==> src/rtl/quant_block_scheduler.sv <==
// Round-robin 8x8 block scheduler sharing one quantization datapath between Y, Cb and Cr streams.
// Define QUANT_STATS_EN to add per-component block counters and a credit-stall counter.
module quant_block_scheduler #(
    parameter int MUL_LAT    = 3,
    parameter int FIFO_DEPTH = 8
) (
    input  logic        clk,
    input  logic        rst,
    input  logic        y_valid,
    input  logic [31:0] y_data,
    output logic        y_ready,
    input  logic        cb_valid,
    input  logic [31:0] cb_data,
    output logic        cb_ready,
    input  logic        cr_valid,
    input  logic [31:0] cr_data,
    output logic        cr_ready,
    output logic        mul_valid,
    output logic [31:0] mul_a,
    output logic        mul_tbl,
    output logic [2:0]  mul_row,
    output logic [2:0]  mul_col,
    input  logic        mul_res_valid,
    input  logic [31:0] mul_res,
    output logic        out_valid,
    output logic [31:0] out_data,
    output logic [1:0]  out_comp,
    output logic        out_last,
    input  logic        out_ready
`ifdef QUANT_STATS_EN
    ,
    output logic [15:0] stat_blk_y,
    output logic [15:0] stat_blk_cb,
    output logic [15:0] stat_blk_cr,
    output logic [15:0] stat_stall
`endif
);

    localparam int PTR_W = $clog2(FIFO_DEPTH);
    localparam int CNT_W = PTR_W + 1;
    localparam int LAT_W = $clog2(MUL_LAT + 1);

    typedef enum logic [0:0] {ARB, STREAM} state_t;
    typedef enum logic [1:0] {COMP_Y = 2'd0, COMP_CB = 2'd1, COMP_CR = 2'd2} comp_t;

    typedef struct packed {
        logic  valid;
        comp_t comp;
        logic  last;
    } tag_t;

    function automatic comp_t comp_next(input comp_t c);
        case (c)
            COMP_Y:  return COMP_CB;
            COMP_CB: return COMP_CR;
            default: return COMP_Y;
        endcase
    endfunction

    state_t            state;
    comp_t             rr_ptr;
    comp_t             grant;
    comp_t             arb_pick;
    comp_t             cand;
    logic              arb_any;
    logic [2:0]        req;
    logic [5:0]        k;

    logic              g_valid;
    logic [31:0]       g_data;
    logic              stream_active;
    logic              credit_ok;
    logic              handshake;

    tag_t              tag_pipe [MUL_LAT];
    logic [LAT_W-1:0]  inflight;

    logic [31:0]       fifo_data [FIFO_DEPTH];
    comp_t             fifo_comp [FIFO_DEPTH];
    logic              fifo_last [FIFO_DEPTH];
    logic [PTR_W-1:0]  wr_ptr;
    logic [PTR_W-1:0]  rd_ptr;
    logic [CNT_W-1:0]  fifo_count;
    logic              fifo_full;
    logic              push;
    logic              pop;

    // Round-robin search: first valid requester at or after rr_ptr, wrapping Y, Cb, Cr.
    // NOTE: every always_comb output gets a default before any branch, so no latch is inferred.
    always_comb begin
        req      = {cr_valid, cb_valid, y_valid};
        arb_any  = 1'b0;
        arb_pick = rr_ptr;
        cand     = rr_ptr;
        for (int i = 0; i < 3; i++) begin
            if (!arb_any && req[cand]) begin
                arb_any  = 1'b1;
                arb_pick = cand;
            end
            cand = comp_next(cand);
        end
    end

    always_comb begin
        g_valid = 1'b0;
        g_data  = y_data;
        case (grant)
            COMP_Y:  begin g_valid = y_valid;  g_data = y_data;  end
            COMP_CB: begin g_valid = cb_valid; g_data = cb_data; end
            COMP_CR: begin g_valid = cr_valid; g_data = cr_data; end
            default: begin g_valid = 1'b0;     g_data = y_data;  end
        endcase
    end

    always_comb begin
        inflight = '0;
        for (int i = 0; i < MUL_LAT; i++) begin
            inflight = inflight + LAT_W'(tag_pipe[i].valid);
        end
    end

    // Issue only when the FIFO is guaranteed a free slot for every outstanding result.
    assign credit_ok     = (int'(fifo_count) + int'(inflight)) < FIFO_DEPTH;
    assign stream_active = (state == STREAM);
    assign handshake     = stream_active && g_valid && credit_ok;

    assign y_ready  = stream_active && credit_ok && (grant == COMP_Y);
    assign cb_ready = stream_active && credit_ok && (grant == COMP_CB);
    assign cr_ready = stream_active && credit_ok && (grant == COMP_CR);

    assign mul_valid = handshake;
    assign mul_a     = g_data;
    assign mul_tbl   = (grant != COMP_Y);
    assign mul_row   = k[2:0];
    assign mul_col   = k[5:3];

    // NOTE: sequential state is updated with <= only, so every register samples pre-edge values.
    always_ff @(posedge clk or posedge rst) begin
        if (rst) begin
            state  <= ARB;
            rr_ptr <= COMP_Y;
            grant  <= COMP_Y;
            k      <= '0;
        end else begin
            case (state)
                ARB: begin
                    if (arb_any) begin
                        grant  <= arb_pick;
                        rr_ptr <= comp_next(arb_pick);
                        k      <= '0;
                        state  <= STREAM;
                    end
                end
                STREAM: begin
                    if (handshake) begin
                        k <= k + 6'd1;
                        if (k == 6'd63) begin
                            state <= ARB;
                        end
                    end
                end
                default: state <= ARB;
            endcase
        end
    end

    // Component/last tags travel alongside the datapath so each result keeps its identity.
    always_ff @(posedge clk or posedge rst) begin
        if (rst) begin
            for (int i = 0; i < MUL_LAT; i++) begin
                tag_pipe[i] <= '0;
            end
        end else begin
            tag_pipe[0] <= '{valid: handshake, comp: grant, last: (k == 6'd63)};
            for (int i = 1; i < MUL_LAT; i++) begin
                tag_pipe[i] <= tag_pipe[i-1];
            end
        end
    end

    assign out_valid = (fifo_count != '0);
    assign fifo_full = (fifo_count == CNT_W'(FIFO_DEPTH));
    assign pop       = out_valid && out_ready;
    assign push      = mul_res_valid && tag_pipe[MUL_LAT-1].valid && (!fifo_full || pop);

    // NOTE: the FIFO storage is deliberately not reset; only pointers and count define validity.
    always_ff @(posedge clk) begin
        if (push) begin
            fifo_data[wr_ptr] <= mul_res;
            fifo_comp[wr_ptr] <= tag_pipe[MUL_LAT-1].comp;
            fifo_last[wr_ptr] <= tag_pipe[MUL_LAT-1].last;
        end
    end

    always_ff @(posedge clk or posedge rst) begin
        if (rst) begin
            wr_ptr     <= '0;
            rd_ptr     <= '0;
            fifo_count <= '0;
        end else begin
            if (push) begin
                wr_ptr <= wr_ptr + 1'b1;
            end
            if (pop) begin
                rd_ptr <= rd_ptr + 1'b1;
            end
            if (push && !pop) begin
                fifo_count <= fifo_count + 1'b1;
            end else if (pop && !push) begin
                fifo_count <= fifo_count - 1'b1;
            end
        end
    end

    assign out_data = fifo_data[rd_ptr];
    assign out_comp = fifo_comp[rd_ptr];
    assign out_last = fifo_last[rd_ptr];

`ifdef QUANT_STATS_EN
    always_ff @(posedge clk or posedge rst) begin
        if (rst) begin
            stat_blk_y  <= '0;
            stat_blk_cb <= '0;
            stat_blk_cr <= '0;
            stat_stall  <= '0;
        end else begin
            if (pop && out_last) begin
                case (fifo_comp[rd_ptr])
                    COMP_Y:  stat_blk_y  <= stat_blk_y + 16'd1;
                    COMP_CB: stat_blk_cb <= stat_blk_cb + 16'd1;
                    COMP_CR: stat_blk_cr <= stat_blk_cr + 16'd1;
                    default: ;
                endcase
            end
            if (stream_active && g_valid && !credit_ok) begin
                stat_stall <= stat_stall + 16'd1;
            end
        end
    end
`endif

endmodule

==> config.mk <==
export PLATFORM = sky130hd
export DESIGN_NAME = quant_block_scheduler
export DESIGN_NICKNAME = d
export VERILOG_FILES = /design/src/rtl/quant_block_scheduler.sv
export SDC_FILE = /design/constraint.sdc
export NUM_CORES = 1
export LEC_CHECK = 0
export CAP_MARGIN = 15
export CORE_MARGIN = 2
export CORE_UTILIZATION = 35
export DETAILED_ROUTE_END_ITERATION = 10
export PLACE_DENSITY = 0.63
export SYNTH_ARGS = -nofsm -noshare
export SYNTH_HDL_FRONTEND = slang
export SYNTH_SLANG_ARGS = --single-unit
==> constraint.sdc <==
create_clock -name clk -period 10.4 [get_ports clk]
set_input_delay 2.08 -clock clk [delete_from_list [all_inputs] [get_ports clk]]
set_output_delay 2.08 -clock clk [all_outputs]
set_load 0.03 [all_outputs]
==> results of run 1 <==
cells by family after synthesis:
kind of cell,count (synthesis)
xor+xnor,6
mux,110
buf+inv,48
compound gates,97
flops,313
fa+ha+maj,13
simple gates,79
layout by cell type (no fill, tap or decap), types with 2 or more instances in the layout:
master	count
clkbuf_1	3
o21ai_0	5
clkinv_2	8
a22oi_1	32
nand2b_1	6
dfrtp_4	2
nand2_1	11
fa_1	2
xnor2_1	5
mux4_2	70
nor3_2	2
clkdlybuf4s50_1	213
a21o_1	4
nand3_1	3
ha_1	10
a211oi_1	2
clkinv_1	8
dfrtp_1	30
clkbuf_16	35
inv_1	9
nor2_1	35
a31oi_1	3
nor3_1	3
nor4_1	3
nor2b_1	4
mux2_2	39
nor2_4	6
o211ai_1	3
a21oi_1	36
inv_6	2
buf_4	14
o31ai_1	3
edfxtp_1	280
and2_1	3
o311ai_0	2
final timing paths:
path | slack, ns | depth (start not counted) | endpoint | from
max in group asynchronous | 8.07 | 3 | rd_ptr[1]$_DFFE_PP0P_ | rst
worst max register to register | 7.51 | 9 | fifo_count[3]$_DFFE_PP0P_ | fifo_count[0]$_DFFE_PP0P_
worst min-delay path | 0.34 | 0 | tag_pipe[6]$_DFF_PP0_ | tag_pipe[10]$_DFF_PP0_
worst max-delay path | 3.68 | 6 | mul_valid | cr_valid
min in group asynchronous | 1.99 | 3 | k[3]$_DFFE_PP0P_ | rst
worst min register to register | 0.34 | 0 | tag_pipe[6]$_DFF_PP0_ | tag_pipe[10]$_DFF_PP0_
power breakdown:
part	leakage (nW)	total, mW	internal, mW	switching (mW)
logic	1.97	1.83	0.869	0.956
clock network	0.508	1.11	0.639	0.466
registers	2.92	1.63	1.46	0.170
sequential cells by signal, indices dropped and copies added (netlist names):
signal / cells
tag_pipe: 12
fifo_last: 8
rd_ptr: 3
state: 1
rr_ptr: 2
fifo_data: 256
grant: 2
wr_ptr: 3
fifo_comp: 16
k: 6
fifo_count: 4
stage by stage:
stage	hold WS (ns)	cell area, um^2	util, %
2_1_floorplan	0.331	12700	-
3_3_place_gp	0.332	15400	43.2
3_5_place_dp	0.336	15400	43.2
4_1_cts	0.347	16400	46.0
5_1_grt	0.351	16400	46.0
6_report	0.345	16400	46.0
per-layer routing:
metal  GRT usage (%)  up-vias
li1                -     3161
met1            18.8     3517
met2            25.3      251
met3            3.71       48
met4            5.16        0
met5               0        -
worst register-to-register path, delay by kind of cell (launching register included):
| kind | cells | cell delay, ns |
|---|---|---|
| AO/OA/AOI/OAI | 5 | 1.47 |
| adder cells (fa/ha/maj) | 2 | 0.58 |
| flip-flops | 1 | 0.48 |
| AND/OR/NAND/NOR | 1 | 0.12 |
| buffers and inverters | 1 | 0.12 |
layout make-up:
class	instances	area share (%)
tap	461	3.51
inverter	9	0.206
multi-input combinational	305	20.1
sequential	313	56.3
timing repair buffer	227	13.6
clock inverter	20	0.785
clock buffer	38	5.41
==> impl_metrics.json, run 1 <==
{
  "routed-wl-met2_mm": 13.9,
  "skew_ns": 0.0204,
  "period_share_pct": 64.6,
  "run_status": "finished, violations left",
  "cts_buffers": 34,
  "cts_setup_buffers": 0,
  "critPathMaxFanout": 7,
  "grt_pass1_wl_mm": 42.9,
  "setup_viol": 0,
  "synthAdderAreaFrac_pct": 1.40,
  "synth_commonest_cells": "edfxtp_1 (280), mux4_2 (70), nor2_1 (41)",
  "yosysMostFrequentCell": "edfxtp_1",
  "grt_max_degree": 73,
  "ys_seq_elements": 313,
  "place_congestion": 0.784,
  "core_mm2": 0.0357,
  "dp_worst_setup_slack_ns": 3.71,
  "finish.net_count": 1038,
  "dr.first_iter.drc_count": 456,
  "clock_latency_ns": 0.51,
  "setup_slack_ns": 3.68,
  "drtPass1Iterations": 9,
  "cp-end-kind": "primary output",
  "synth_compound_area_share_pct": 4.99,
  "maxUsedRoutingLayer": "met4",
  "antenna_found_initial": 0,
  "die_area_mm2": 0.0378,
  "multiInputGateArea_mm2": 0.00330,
  "final_cells": 1373,
  "synth_cell_types": 42,
  "vias": 6977,
  "synth_fp_nets": 814,
  "synthFlopType": "edfxtp_1",
  "vias_per_cell": 5.08,
  "synth_area_leaders": "edfxtp_1 (66%), mux4_2 (12%), dfrtp_1 (6.5%)",
  "postCtsResizedCells": 0,
  "netlist.top_cell.by_area": "edfxtp_1",
  "seqCellArea_mm2": 0.00924,
  "cts_tree": "done",
  "rsz0062_at_grt": "false",
  "synth_area_mm2": 0.0127,
  "cp_top_family": "buffers and inverters",
  "power_density_mw_per_mm2": 278,
  "synth_mux_area_share_pct": 16.0,
  "drtAntennaViolNets": 0,
  "holdBufCountCts": 0,
  "grt.overflow.total": 0,
  "wl_per_cell_um": 20.6,
  "required_ns": 8.32,
  "htreeDepth": 2,
  "fin_total_pwr_mw": 4.56,
  "n_fill_cell": 3075,
  "routed-wl-met3_mm": 1.87,
  "synth-simple-area-share_pct": 2.82,
  "hold_viol": 0,
  "n_antenna_cell": 0,
  "yosys.area_share.xor_xnor_pct": 0.415,
  "ios": 214,
  "irDropWorstVdd_mv": 0.209,
  "placedCellCount": 1315,
  "first_global_vias": 7340,
  "crit_arrival_ns": 4.64,
  "clock-sinks": 313,
  "critical_path.slowest_cell": "clkdlybuf4s50_1",
  "crit_top_cell": "clkdlybuf4s50_1",
  "hold_path.class": "flip-flop to flip-flop",
  "maxCapViolations": 0,
  "async_flop_share_pct": 10.5,
  "dp_hpwl_mm": 16.6,
  "drt-met1-wl_mm": 11.6,
  "tightest_slew_ns": 1.12,
  "grt_usage_pct": 14.9,
  "critPathLaunchType": "primary input",
  "drive_gt1_share_pct": 20.1,
  "critPathBufInv": 3,
  "yosys_warnings": 0,
  "clockRootBuffer": "clkbuf_16",
  "portBuffers": 213,
  "synth_top_family_by_area": "multiplexers",
  "die_h_um": 194,
  "crit_type": "primary input to primary output",
  "violations": "DRC",
  "cp_cell_sequence": "clkdlybuf4s50_1, a222oi_1, or4_1, or2_0, inv_1, clkdlybuf4s50_1",
  "drc_errors": 8,
  "cts.clk_slew.worst_paths_ns": 0.06,
  "clk_path_buf_depth": 3,
  "syn_avg_cell_area_um2": 19.0,
  "routed_wl_mm": 28.2,
  "synth_enable_flop_cells": 280,
  "initial_utilization_pct": 35.6,
  "setup-tns-final_ns": 0,
  "leakage_nw": 5.40,
  "row_count": 69,
  "ys_seq_area_share_pct": 72.8,
  "fin_crit_ns": 6.72,
  "fmax_mhz": 149,
  "drv_slew": 0,
  "slew_headroom_pct": 25.3,
  "dieWidth_um": 194,
  "synth_top_area_share_pct": 66.3,
  "area_growth_pct": 29.5,
  "critPathMaxStageDelay_ns": 0.70,
  "netlist_instances": 666
}
Power figures use the tool's default switching activity.
==> run 2: changes to the inputs <==
--- a/config.mk
+++ b/config.mk
@@ -9,7 +9,7 @@
 export CORE_MARGIN = 2
 export CORE_UTILIZATION = 35
 export DETAILED_ROUTE_END_ITERATION = 10
-export PLACE_DENSITY = 0.63
+export PLACE_DENSITY = 0.65
 export SYNTH_ARGS = -nofsm -noshare
 export SYNTH_HDL_FRONTEND = slang
 export SYNTH_SLANG_ARGS = --single-unit
==> constraint.sdc (replaced) <==
create_clock -name clk -period 5.7 [get_ports clk]
set_input_delay 1.14 -clock clk [delete_from_list [all_inputs] [get_ports clk]]
set_output_delay 1.14 -clock clk [all_outputs]
set_load 0.03 [all_outputs]
==> run 2 against run 1 <==
Compared with the run above: the run still ends with DRC left; utilization up 0.13 points; setup slack worse by 2.8 ns; die area unchanged; clock skew down 0.0073 ns; critical path depth unchanged; sequential power up 83%; non-clock buffer count up 2; sequential share of layout area down 0.16 points; critical path type unchanged; largest cell class unchanged; largest power group unchanged; highest routed layer unchanged.
==> impl_metrics.json, run 2 (same netlist as run 1, synthesis figures left out) <==
{
  "min_from": "tag_pipe[8]$_DFF_PP0_",
  "setup_viol": 0,
  "wl_per_cell_um": 20.5,
  "setup_slack_ns": 0.854,
  "final_cells": 1376,
  "clock_latency_ns": 0.50,
  "area_growth_pct": 29.8,
  "reg2reg_depth": 9,
  "dp_hpwl_mm": 17.9,
  "hold_viol": 0,
  "leakage_nw": 5.42,
  "violations": "DRC",
  "hold_ws_ns": 0.347,
  "postCtsResizedCells": 0,
  "dr.first_iter.drc_count": 418,
  "dp_worst_setup_slack_ns": 0.887,
  "fmax_mhz": 206,
  "drive_gt1_share_pct": 19.9,
  "final_common_cell": "edfxtp_1",
  "htreeDepth": 2,
  "cts_buffers": 34,
  "slew_headroom_pct": 27.3,
  "reg.largest.list": "fifo_data: 256 flops, fifo_comp: 16 flops, tag_pipe: 12 flops",
  "routed_wl_mm": 28.2,
  "grt_usage_pct": 14.8,
  "hold_path.class": "flip-flop to flip-flop",
  "grt_pass1_wl_mm": 42.9,
  "rrSetupSlack_ns": 2.71,
  "die_h_um": 194,
  "setup-tns-final_ns": 0,
  "fin_total_pwr_mw": 8.37,
  "first_global_vias": 7489,
  "rsz0062_at_grt": "false",
  "core_mm2": 0.0357,
  "vias_per_cell": 5.14,
  "worst_r2r_endpoint": "fifo_count[3]$_DFFE_PP0P_",
  "irDropWorstVdd_mv": 0.368,
  "grt_max_degree": 73,
  "clock-sinks": 313,
  "antenna_found_initial": 0,
  "final_util_pct": 46.2,
  "n_fill_cell": 3079,
  "cts_setup_buffers": 0,
  "crit_type": "primary input to primary output",
  "die_area_mm2": 0.0378,
  "critPathLaunchType": "primary input",
  "row_count": 69,
  "required_ns": 4.56,
  "grt.overflow.total": 0,
  "crit_arrival_ns": 3.71,
  "multiInputGateArea_mm2": 0.00330,
  "largest_reg_flops": 256,
  "critPathMaxFanout": 7,
  "holdBufCountCts": 0,
  "clockRootBuffer": "clkbuf_16",
  "fin_area_mm2": 0.0165,
  "portBuffers": 213,
  "placedCellCount": 1317,
  "skew_ns": 0.0131,
  "cp-end-kind": "primary output",
  "tightest_slew_ns": 1.09,
  "reg2reg_from": "fifo_count[0]$_DFFE_PP0P_",
  "mostFrequentLayoutCells": "edfxtp_1 (280), clkdlybuf4s50_1 (213), mux4_2 (70)",
  "drc_errors": 7,
  "maxCapViolations": 0,
  "initial_utilization_pct": 35.6,
  "clk_path_buf_depth": 3,
  "holdPathStages": 0,
  "period_share_pct": 85.0,
  "min_to": "tag_pipe[4]$_DFF_PP0_",
  "ios": 214,
  "power_density_mw_per_mm2": 509,
  "fin_crit_ns": 4.85,
  "drv_slew": 0,
  "finish.net_count": 1040,
  "drtPass1Iterations": 7,
  "vias": 7072,
  "cts_tree": "done",
  "cts.clk_slew.worst_paths_ns": 0.06,
  "dieWidth_um": 194,
  "largest-register": "fifo_data",
  "seqCellArea_mm2": 0.00924,
  "run_status": "finished, violations left",
  "n_antenna_cell": 0,
  "place_congestion": 0.827,
  "post_dp_cell_area_mm2": 0.0154,
  "drtAntennaViolNets": 0
}
-- run 2: changes by cell type in the layout (fill, tap and decap cells not counted), sizes merged --
cell and delta:
bufinv +1, buf +2
-- run 2: critical path, cell delays in order --
cell and delay, ns:
clkdlybuf4s50_1 0.56, a222oi_1 0.14, or4_1 0.67, or2_0 0.35
inv_1 0.14, clkdlybuf4s50_1 0.69
-- run 2: how the worst max path moves through the flow --
stage	from	to	slack, ns	cells after the start
detailed placement	y_valid	mul_valid	0.89	6
finish	y_valid	mul_valid	0.85	6
global route	y_valid	mul_valid	0.68	6
CTS	y_valid	mul_valid	0.86	6
floorplan	mul_res_valid	fifo_comp[1][0]$_DFFE_PP_	1.09	4
global placement	y_valid	mul_valid	0.95	6
-- run 2: per-layer routing --
metal | track usage, % | share of wire (%) | vias up
met5 | 0 | 0 | -
met4 | 5.47 | 3.3 | 0
met3 | 3.28 | 5.9 | 48
met2 | 25.1 | 49 | 284
met1 | 18.8 | 42 | 3580
li1 | - | - | 3160
-- run 2: layout make-up --
class	count	share of cell area, %
repair buffers	229	13.8
clock buffers	38	5.26
multi-input cells	305	20.1
clock inverters	21	1.03
flip-flops and latches	313	56.2
well taps	461	3.50
inverters	9	0.205
-- run 2: power by group --
part	leakage, nW	total (mW)	switching [mW]	internal [mW]
sequential	2.92	2.99	0.321	2.67
clock	0.507	2.03	0.842	1.19
combinational	1.99	3.35	1.75	1.60
==> run 3: changes to the inputs <==
--- a/config.mk
+++ b/config.mk
@@ -10,6 +10,7 @@
 export CORE_UTILIZATION = 35
 export DETAILED_ROUTE_END_ITERATION = 10
 export PLACE_DENSITY = 0.65
+export REMOVE_ABC_BUFFERS = 1
 export SYNTH_ARGS = -nofsm -noshare
 export SYNTH_HDL_FRONTEND = slang
 export SYNTH_SLANG_ARGS = --single-unit
==> run 3 against run 2 <==
Compared with the run above: the run still ends with DRC left; final area increased by 0.38%; combinational power increased by 2%; register-to-register slack improved by 0.09 ns; sequential share of layout area decreased by 0.21 points; first-iteration DRC count decreased by 4.3%; utilization increased by 0.18 points; critical path depth unchanged.
==> impl_metrics.json, run 3 (same netlist as run 1, synthesis figures left out) <==
{
  "setup-tns-final_ns": 0,
  "cts_tree": "done",
  "violations": "DRC",
  "clockRootBuffer": "clkbuf_16",
  "cts_setup_buffers": 0,
  "tightest_slew_ns": 1.00,
  "n_fill_cell": 3073,
  "dieWidth_um": 194,
  "critical_path.slowest_cell": "clkdlybuf4s50_1",
  "rrSetupSlack_ns": 2.80,
  "required_ns": 4.56,
  "holdBufCountCts": 0,
  "slew_headroom_pct": 33.4,
  "maxCapViolations": 0,
  "clk_path_buf_depth": 3,
  "die_h_um": 194,
  "row_count": 69,
  "initial_utilization_pct": 35.6,
  "finish.net_count": 1040,
  "hold_ws_ns": 0.347,
  "clock-sinks": 313,
  "dr.first_iter.drc_count": 400,
  "grt_pass1_wl_mm": 43.2,
  "cp_cell_sequence": "clkdlybuf4s50_1, a222oi_1, or4_1, or2_0, inv_1, clkdlybuf4s50_1",
  "drv_slew": 0,
  "largest_reg_flops": 256,
  "vias_per_cell": 5.11,
  "run_status": "finished, violations left",
  "mostFrequentLayoutCells": "edfxtp_1 (280), clkdlybuf4s50_1 (213), mux4_2 (70)",
  "final_common_cell": "edfxtp_1",
  "clock_latency_ns": 0.50,
  "portBuffers": 213,
  "crit_arrival_ns": 3.71,
  "ios": 214,
  "irDropWorstVdd_mv": 0.352,
  "critPathLaunchType": "primary input",
  "power_density_mw_per_mm2": 513,
  "drive_gt1_share_pct": 20.2,
  "reg.largest.list": "fifo_data: 256 flops, fifo_comp: 16 flops, tag_pipe: 12 flops",
  "final_cells": 1378,
  "hold_path.class": "flip-flop to flip-flop",
  "setup_viol": 0,
  "fmax_mhz": 206,
  "crit_top_cell": "clkdlybuf4s50_1",
  "rsz0062_at_grt": "false",
  "cts_buffers": 34,
  "cp-end-kind": "primary output",
  "hold_viol": 0,
  "grt_max_degree": 65,
  "core_mm2": 0.0357,
  "drc_errors": 5,
  "critPathMaxFanout": 7,
  "period_share_pct": 85.1,
  "critPathMaxStageDelay_ns": 0.68,
  "grt.overflow.total": 0,
  "cp_top_family": "buffers and inverters",
  "drtAntennaViolNets": 0,
  "antenna_found_initial": 1,
  "fin_crit_ns": 4.85,
  "vias": 7038,
  "grt_usage_pct": 15.0,
  "crit_type": "primary input to primary output",
  "postCtsResizedCells": 0,
  "dp_hpwl_mm": 17.9,
  "final_util_pct": 46.3,
  "placedCellCount": 1317,
  "wl_per_cell_um": 20.3,
  "htreeDepth": 2,
  "drtPass1Iterations": 9,
  "routed_wl_mm": 28.0,
  "skew_ns": 0.0267,
  "first_global_vias": 7641,
  "area_growth_pct": 30.3,
  "cts.clk_slew.worst_paths_ns": 0.05,
  "leakage_nw": 5.44,
  "n_antenna_cell": 0,
  "critPathBufInv": 3,
  "fin_total_pwr_mw": 8.48,
  "die_area_mm2": 0.0378,
  "place_congestion": 0.796,
  "largest-register": "fifo_data"
}
## run 3: metrics by stage
step | setup WS, ns | cell area (um^2)
floorplan | 0.731 | 12500
global placement | 0.888 | 15400
detailed placement | 0.878 | 15400
CTS | 0.866 | 16500
global route | 0.711 | 16500
finish | 0.851 | 16500
## run 3: worst paths after layout
kind / startpoint / to / cells after the start
max: y_valid / mul_valid / 6
min: tag_pipe[6]$_DFF_PP0_ / tag_pipe[2]$_DFF_PP0_ / 0
max reg2reg: fifo_count[0]$_DFFE_PP0P_ / fifo_count[3]$_DFFE_PP0P_ / 9
min reg2reg: tag_pipe[6]$_DFF_PP0_ / tag_pipe[2]$_DFF_PP0_ / 0
max in group asynchronous: rst / rd_ptr[0]$_DFFE_PP0P_ / 3
min in group asynchronous: rst / tag_pipe[11]$_DFF_PP0_ / 3
## run 3: power breakdown
part / total (mW) / switching [mW] / internal, mW / leakage (nW)
Clock: 2.14 / 0.834 / 1.30 / 0.536
Sequential: 2.93 / 0.261 / 2.67 / 2.92
Combinational: 3.41 / 1.81 / 1.60 / 1.98
## run 3: worst register-to-register path: stages, from the launching register on
cell and delay (ns):
dfrtp_1 0.46, nor3_1 0.11, a31oi_1 0.50, ha_1 0.31, inv_1 0.12, ha_1 0.29
a21o_1 0.21, a2111oi_0 0.41, a31oi_1 0.08, a221o_1 0.32
## run 3: layer usage
| metal | part of all wire, % | wire length, um | track usage, % |
|---|---|---|---|
| met5 | 0 | 0 | 0 |
| met4 | 2.6 | 720 | 4.93 |
| met3 | 6.4 | 1810 | 3.75 |
| met2 | 51 | 14300 | 27.0 |
| met1 | 40 | 11200 | 17.5 |
## run 3: cell type report
class / instances / area (um^2) / share of cell area, %
sequential: 313 / 9240 / 55.9
clock buffer: 40 / 895 / 5.42
timing repair buffer: 229 / 2260 / 13.7
clock inverter: 21 / 204 / 1.23
multi-input combinational: 305 / 3300 / 20.0
tap: 461 / 577 / 3.49
inverter: 9 / 33.8 / 0.204
